$ cat config.mk
export PLATFORM = sky130hd
export DESIGN_NAME = dff_deserializer
export DESIGN_NICKNAME = d
export VERILOG_FILES = /design/src/rtl/dff_deserializer.sv
export SDC_FILE = /design/constraint.sdc
export NUM_CORES = 1
export LEC_CHECK = 0
export CORE_MARGIN = 4
export CORE_UTILIZATION = 49
export CTS_CLUSTER_DIAMETER = 30
export DETAILED_ROUTE_END_ITERATION = 10
export PLACE_DENSITY = 0.84
export SLEW_MARGIN = 20
export SYNTH_ARGS = -nofsm -noshare
export SYNTH_HDL_FRONTEND = slang
export SYNTH_SLANG_ARGS = --single-unit
$ cat constraint.sdc
create_clock -name clock -period 5.4 [get_ports clock]
set_clock_uncertainty 0.05 [all_clocks]
set_input_delay 1.08 -clock clock [delete_from_list [all_inputs] [get_ports clock]]
set_output_delay 1.08 -clock clock [all_outputs]
set_load 0.05 [all_outputs]
$ cat src/rtl/dff_deserializer.sv
// Serial-to-parallel stage: hunts for SYNC_WORD, then packs each following WIDTH-bit group
// into a word presented on a one-deep valid/ready buffer with a sticky overflow flag.
module dff_deserializer #(
  parameter int                 WIDTH     = 8,
  parameter logic [WIDTH-1:0]   SYNC_WORD = 8'hA5
) (
  input  logic             clock,
  input  logic             reset,
  input  logic             data_in,
  input  logic             data_in_valid,
  input  logic             resync,
  output logic [WIDTH-1:0] data_out,
  output logic             data_out_valid,
  input  logic             data_out_ready,
  output logic             locked,
  output logic             overflow
);

  localparam int CW = $clog2(WIDTH + 1);

  typedef enum logic {
    ST_HUNT   = 1'b0,
    ST_LOCKED = 1'b1
  } state_t;

  state_t           r_state;
  state_t           w_state_nx;
  logic [WIDTH-1:0] r_sr;
  logic [WIDTH-1:0] w_sr_nx;
  logic [WIDTH-1:0] w_shifted;
  logic [CW-1:0]    r_bit_cnt;
  logic [CW-1:0]    w_bit_cnt_nx;
  logic [CW-1:0]    r_hunt_cnt;
  logic [CW-1:0]    w_hunt_cnt_nx;
  logic             w_word_done;

  logic [WIDTH-1:0] r_data_out;
  logic [WIDTH-1:0] w_data_out_nx;
  logic             r_data_out_valid;
  logic             w_data_out_valid_nx;
  logic             r_locked;
  logic             r_overflow;
  logic             w_overflow_nx;
  logic             w_accept;

  assign w_shifted = {r_sr[WIDTH-2:0], data_in};
  assign w_accept  = r_data_out_valid & data_out_ready;

  always_ff @(posedge clock) begin
    if (!reset) begin
      r_state <= ST_HUNT;
    end else begin
      r_state <= w_state_nx;
    end
  end

  // resync outranks both sync detection and word completion on the same edge
  always_comb begin
    w_state_nx    = r_state;
    w_sr_nx       = r_sr;
    w_bit_cnt_nx  = r_bit_cnt;
    w_hunt_cnt_nx = r_hunt_cnt;
    w_word_done   = 1'b0;
    if (resync) begin
      w_state_nx    = ST_HUNT;
      w_sr_nx       = {WIDTH{1'b0}};
      w_bit_cnt_nx  = {CW{1'b0}};
      w_hunt_cnt_nx = {CW{1'b0}};
    end else if (data_in_valid) begin
      w_sr_nx = w_shifted;
      case (r_state)
        ST_HUNT: begin
          if (r_hunt_cnt == CW'(WIDTH)) begin
            w_hunt_cnt_nx = r_hunt_cnt;
          end else begin
            w_hunt_cnt_nx = r_hunt_cnt + CW'(1);
          end
          // hunt_cnt+1 >= WIDTH, written so the sum cannot wrap the counter width
          if ((w_shifted == SYNC_WORD) && (r_hunt_cnt >= CW'(WIDTH - 1))) begin
            w_state_nx   = ST_LOCKED;
            w_bit_cnt_nx = {CW{1'b0}};
          end else begin
            w_state_nx   = ST_HUNT;
          end
        end
        ST_LOCKED: begin
          if (r_bit_cnt == CW'(WIDTH - 1)) begin
            w_word_done  = 1'b1;
            w_bit_cnt_nx = {CW{1'b0}};
          end else begin
            w_bit_cnt_nx = r_bit_cnt + CW'(1);
          end
        end
        default: begin
          w_state_nx = ST_HUNT;
        end
      endcase
    end else begin
      w_sr_nx = r_sr;
    end
  end

  // Output buffer: a finished word loads only if the slot is empty or draining this edge
  always_comb begin
    w_data_out_nx       = r_data_out;
    w_data_out_valid_nx = r_data_out_valid;
    w_overflow_nx       = r_overflow;
    if (w_word_done) begin
      if (!r_data_out_valid || w_accept) begin
        w_data_out_nx       = w_shifted;
        w_data_out_valid_nx = 1'b1;
      end else begin
        w_overflow_nx       = 1'b1;
      end
    end else if (w_accept) begin
      w_data_out_valid_nx = 1'b0;
    end else begin
      w_data_out_valid_nx = r_data_out_valid;
    end
  end

  always_ff @(posedge clock) begin
    if (!reset) begin
      r_sr             <= {WIDTH{1'b0}};
      r_bit_cnt        <= {CW{1'b0}};
      r_hunt_cnt       <= {CW{1'b0}};
      r_data_out       <= {WIDTH{1'b0}};
      r_data_out_valid <= 1'b0;
      r_locked         <= 1'b0;
      r_overflow       <= 1'b0;
    end else begin
      r_sr             <= w_sr_nx;
      r_bit_cnt        <= w_bit_cnt_nx;
      r_hunt_cnt       <= w_hunt_cnt_nx;
      r_data_out       <= w_data_out_nx;
      r_data_out_valid <= w_data_out_valid_nx;
      r_locked         <= (w_state_nx == ST_LOCKED);
      r_overflow       <= w_overflow_nx;
    end
  end

  assign data_out       = r_data_out;
  assign data_out_valid = r_data_out_valid;
  assign locked         = r_locked;
  assign overflow       = r_overflow;

endmodule

==> insert_results.sql <==
INSERT INTO impl_metrics (metric_group, metric, value, unit) VALUES
('sta', 'timing.final.ws_setup', '2.401', 'ns'),
('grt', 'number_of_antenna_violations_at_the_first_check_in_global_routing', '0', ''),
('yosys', 'synth-warning-count', '0', ''),
('yosys', 'postSynthCellCount', '113', ''),
('yosys', 'synth_cell_type_count', '30', ''),
('floorplanning', 'die_h', '56.05', 'um'),
('cells_and_area', 'num_antenna_cells', '0', ''),
('power_and_ir_drop', 'netSwitchingFraction', '20.77', '%'),
('cells_and_area', 'drive_above_1_share', '5.426', '%'),
('setup_path', 'worst_path_required_time', '5.57', 'ns'),
('grt', 'via_count_of_the_first_global_routing_pass', '864', ''),
('place', 'io_buffer_count', '16', ''),
('setup_path', 'setup.worst_path.class', 'in2reg', ''),
('cells_and_area', 'final_cell_mix', '26 x dfxtp_1, 17 x mux2i_1, 16 x clkdlybuf4s50_1', ''),
('yosys', 'ffs_w_async_s_r_synth', '0', '%'),
('grt', 'grt_first_pass_wirelength', '3705', 'um'),
('yosys', 'seq_area_frac_synth', '46.02', '%'),
('sta', 'post-route-min-period', '2.999', 'ns'),
('yosys', 'netlist_top_cells_area', 'dfxtp_1 46%, mux2i_1 15%, nor2b_1 6.1%', ''),
('cells_and_area', 'most_common_cell_after_layout_fill_and_taps_aside', 'dfxtp_1', ''),
('worst_hold_path', 'type_of_the_worst_min_delay_path', 'reg2reg', ''),
('power_and_ir_drop', 'seq_power_share', '63.6', '%'),
('sta', 'final-max-slew-violation-count', '0', ''),
('sta', 'timing_worst_slew_pin_value', '0.6619', 'ns'),
('floorplanning', 'start_util', '51.13', '%'),
('cells_and_area', 'final_cell_count_no_fill', '157', ''),
('route', 'drt-pass1-iter-count', '4', ''),
('sta', 'finalCritPeriodShare', '55.54', '%'),
('floorplanning', 'standard_cell_rows', '17', ''),
('clocking', 'cts_buffers', '3', ''),
('cells_and_area', 'final_util', '60.86', '%'),
('clocking', 'cts_hold_buf', '0', ''),
('yosys', 'synth-edff-count', '0', ''),
('clocking', 'clk_pin_slew_worst_paths', '0.13', 'ns'),
('power_and_ir_drop', 'power.switching', '0.00006322', 'W'),
('power_and_ir_drop', 'power-per-cell-area', '226.1', 'nW/um2'),
('setup_path', 'critical_path.max_fanout', '14', ''),
('clocking', 'clk_latency', '0.31', 'ns'),
('place', 'post_dp_area', '1310', 'um2'),
('worst_hold_path', 'worstHoldStart', 'r_bit_cnt[3]', ''),
('outcome', 'run_status', 'complete, no violations', ''),
('grt', 'grt_start_max_net_pins', '15', ''),
('setup_path', 'timing.rr.start', 'r_bit_cnt[0]', ''),
('yosys', 'synth_area_leader_cell', 'dfxtp_1', ''),
('job', 'max-cap-violations', '0', ''),
('yosys', 'synth.net_count', '122', ''),
('sta', 'setup-violations-final', '0', ''),
('yosys', 'syn_area_per_cell', '10.01', 'um2'),
('yosys', 'netlist_area', '1131', 'um2'),
('clocking', 'post-cts-setup-buffer-count', '0', ''),
('cells_and_area', 'area_overhead_vs_synth', '19.03', '%'),
('clocking', 'ctsLongestPathBuffers', '2', ''),
('setup_path', 'crit_chain', 'clkdlybuf4s50_1, nand2_1, nor4_4, mux2i_1, nor2b_1', ''),
('floorplanning', 'total_die_area', '3141', 'um2'),
('clocking', 'post_cts_resize_count', '0', ''),
('power_and_ir_drop', 'comb_power_share', '4.9', '%'),
('setup_path', 'worst_path_largest_cell_delay', '0.85', 'ns'),
('clocking', 'cts.htree.levels', '1', ''),
('sta', 'timing.max_slew.rel_slack', '55.54', '%'),
('route', 'wire_per_inst', '13.25', 'um'),
('sta', 'setup_repair_after_global_routing_missed_its_margin', 'no', ''),
('route', 'dr.first_iter.drc_count', '17', ''),
('power_and_ir_drop', 'internal_power', '0.0002411', 'W'),
('floorplanning', 'io-pin-count', '17', ''),
('sta', 'timing.setup.tns', '0', 'ns'),
('floorplanning', 'die_width', '56.05', 'um'),
('route', 'route.detailed.vias_per_inst', '5.357', ''),
('clocking', 'clock-root-buffer', 'clkbuf_4', ''),
('route', 'drtAntennaViolNets', '0', ''),
('power_and_ir_drop', 'leakage_power', '0.4478', 'nW'),
('yosys', 'ys_ff_latch', '26', '');
per-layer routing:
layer | GRT usage, % | wire length [um]
met2 | 23.04 | 978
met3 | 5.336 | 86
met4 | 4.407 | 10
met5 | 0 | 0
met1 | 17.99 | 1005
final timing paths:
kind / end / cells past startpoint
worst max-delay path: data_out[6] / 5
worst max register to register: data_out[6] / 5
worst min register to register: r_bit_cnt[3] / 2
worst min-delay path: r_bit_cnt[3] / 2
registers in the layout, indices dropped and copies added, names as in the netlist:
register / cells
data_out_valid: 1
r_hunt_cnt: 4
r_bit_cnt: 4
overflow: 1
data_out: 8
r_sr: 7
locked: 1
cells in the mapped netlist, types with 2 or more instances:
cell       n
dfxtp_1   26
ha_1       3
nor2_1    10
nand3_1    6
xnor2_1    2
nand2b_1   2
mux2i_1   17
a21oi_1    5
nor2b_1   11
buf_1      2
nand4_1    2
inv_1      4
nand3b_1   2
nand2_1    5
final cells by class:
class | instances | area [um2]
inverter | 4 | 15.01
sequential | 26 | 520.5
fill | 201 | 865.8
clock buffer | 4 | 36.28
timing repair buffer | 16 | 160.2
tap | 28 | 35.03
multi-input combinational | 79 | 579.3
per-stage QoR:
step            power, W  hold slack [ns]
3_3_place_gp   0.0002121           0.4210
3_5_place_dp   0.0002128           0.4283
4_1_cts        0.0003056           0.4465
2_1_floorplan  0.0002063           0.4051
5_1_grt        0.0003176           0.4798
6_report       0.0003044           0.4460
power groups by stage:
stage	Clock, W	Combinational, W	Sequential [W]
after floorplan	0	0.00000886	0.000197
after global placement	0	0.0000145	0.000198
after detailed placement	0	0.0000150	0.000198
after CTS	0.0000970	0.0000151	0.000194
after global routing	0.000107	0.0000165	0.000194
final	0.0000958	0.0000150	0.000194
critical path: cells and delay by family:
| kind | cells | cell delay, ns |
|---|---|---|
| simple gates | 3 | 0.97 |
| mux | 1 | 0.27 |
| buf+inv | 1 | 0.85 |
logic make-up (layout without fill, tap and decap cells):
| kind of cell | after synthesis | after routing | synth area share [%] |
|---|---|---|---|
| adders and majority gates | 3 | 3 | 3.319 |
| buffers and inverters | 8 | 24 | 2.765 |
| and+or+nand+nor | 46 | 46 | 24.89 |
| muxes | 17 | 17 | 15.04 |
| AOI/OAI and AO/OA | 10 | 10 | 5.641 |
| xor gates and xnor gates | 3 | 3 | 2.323 |
| DFF | 26 | 26 | 46.02 |
Note: power is estimated with default switching activity, not from simulation.
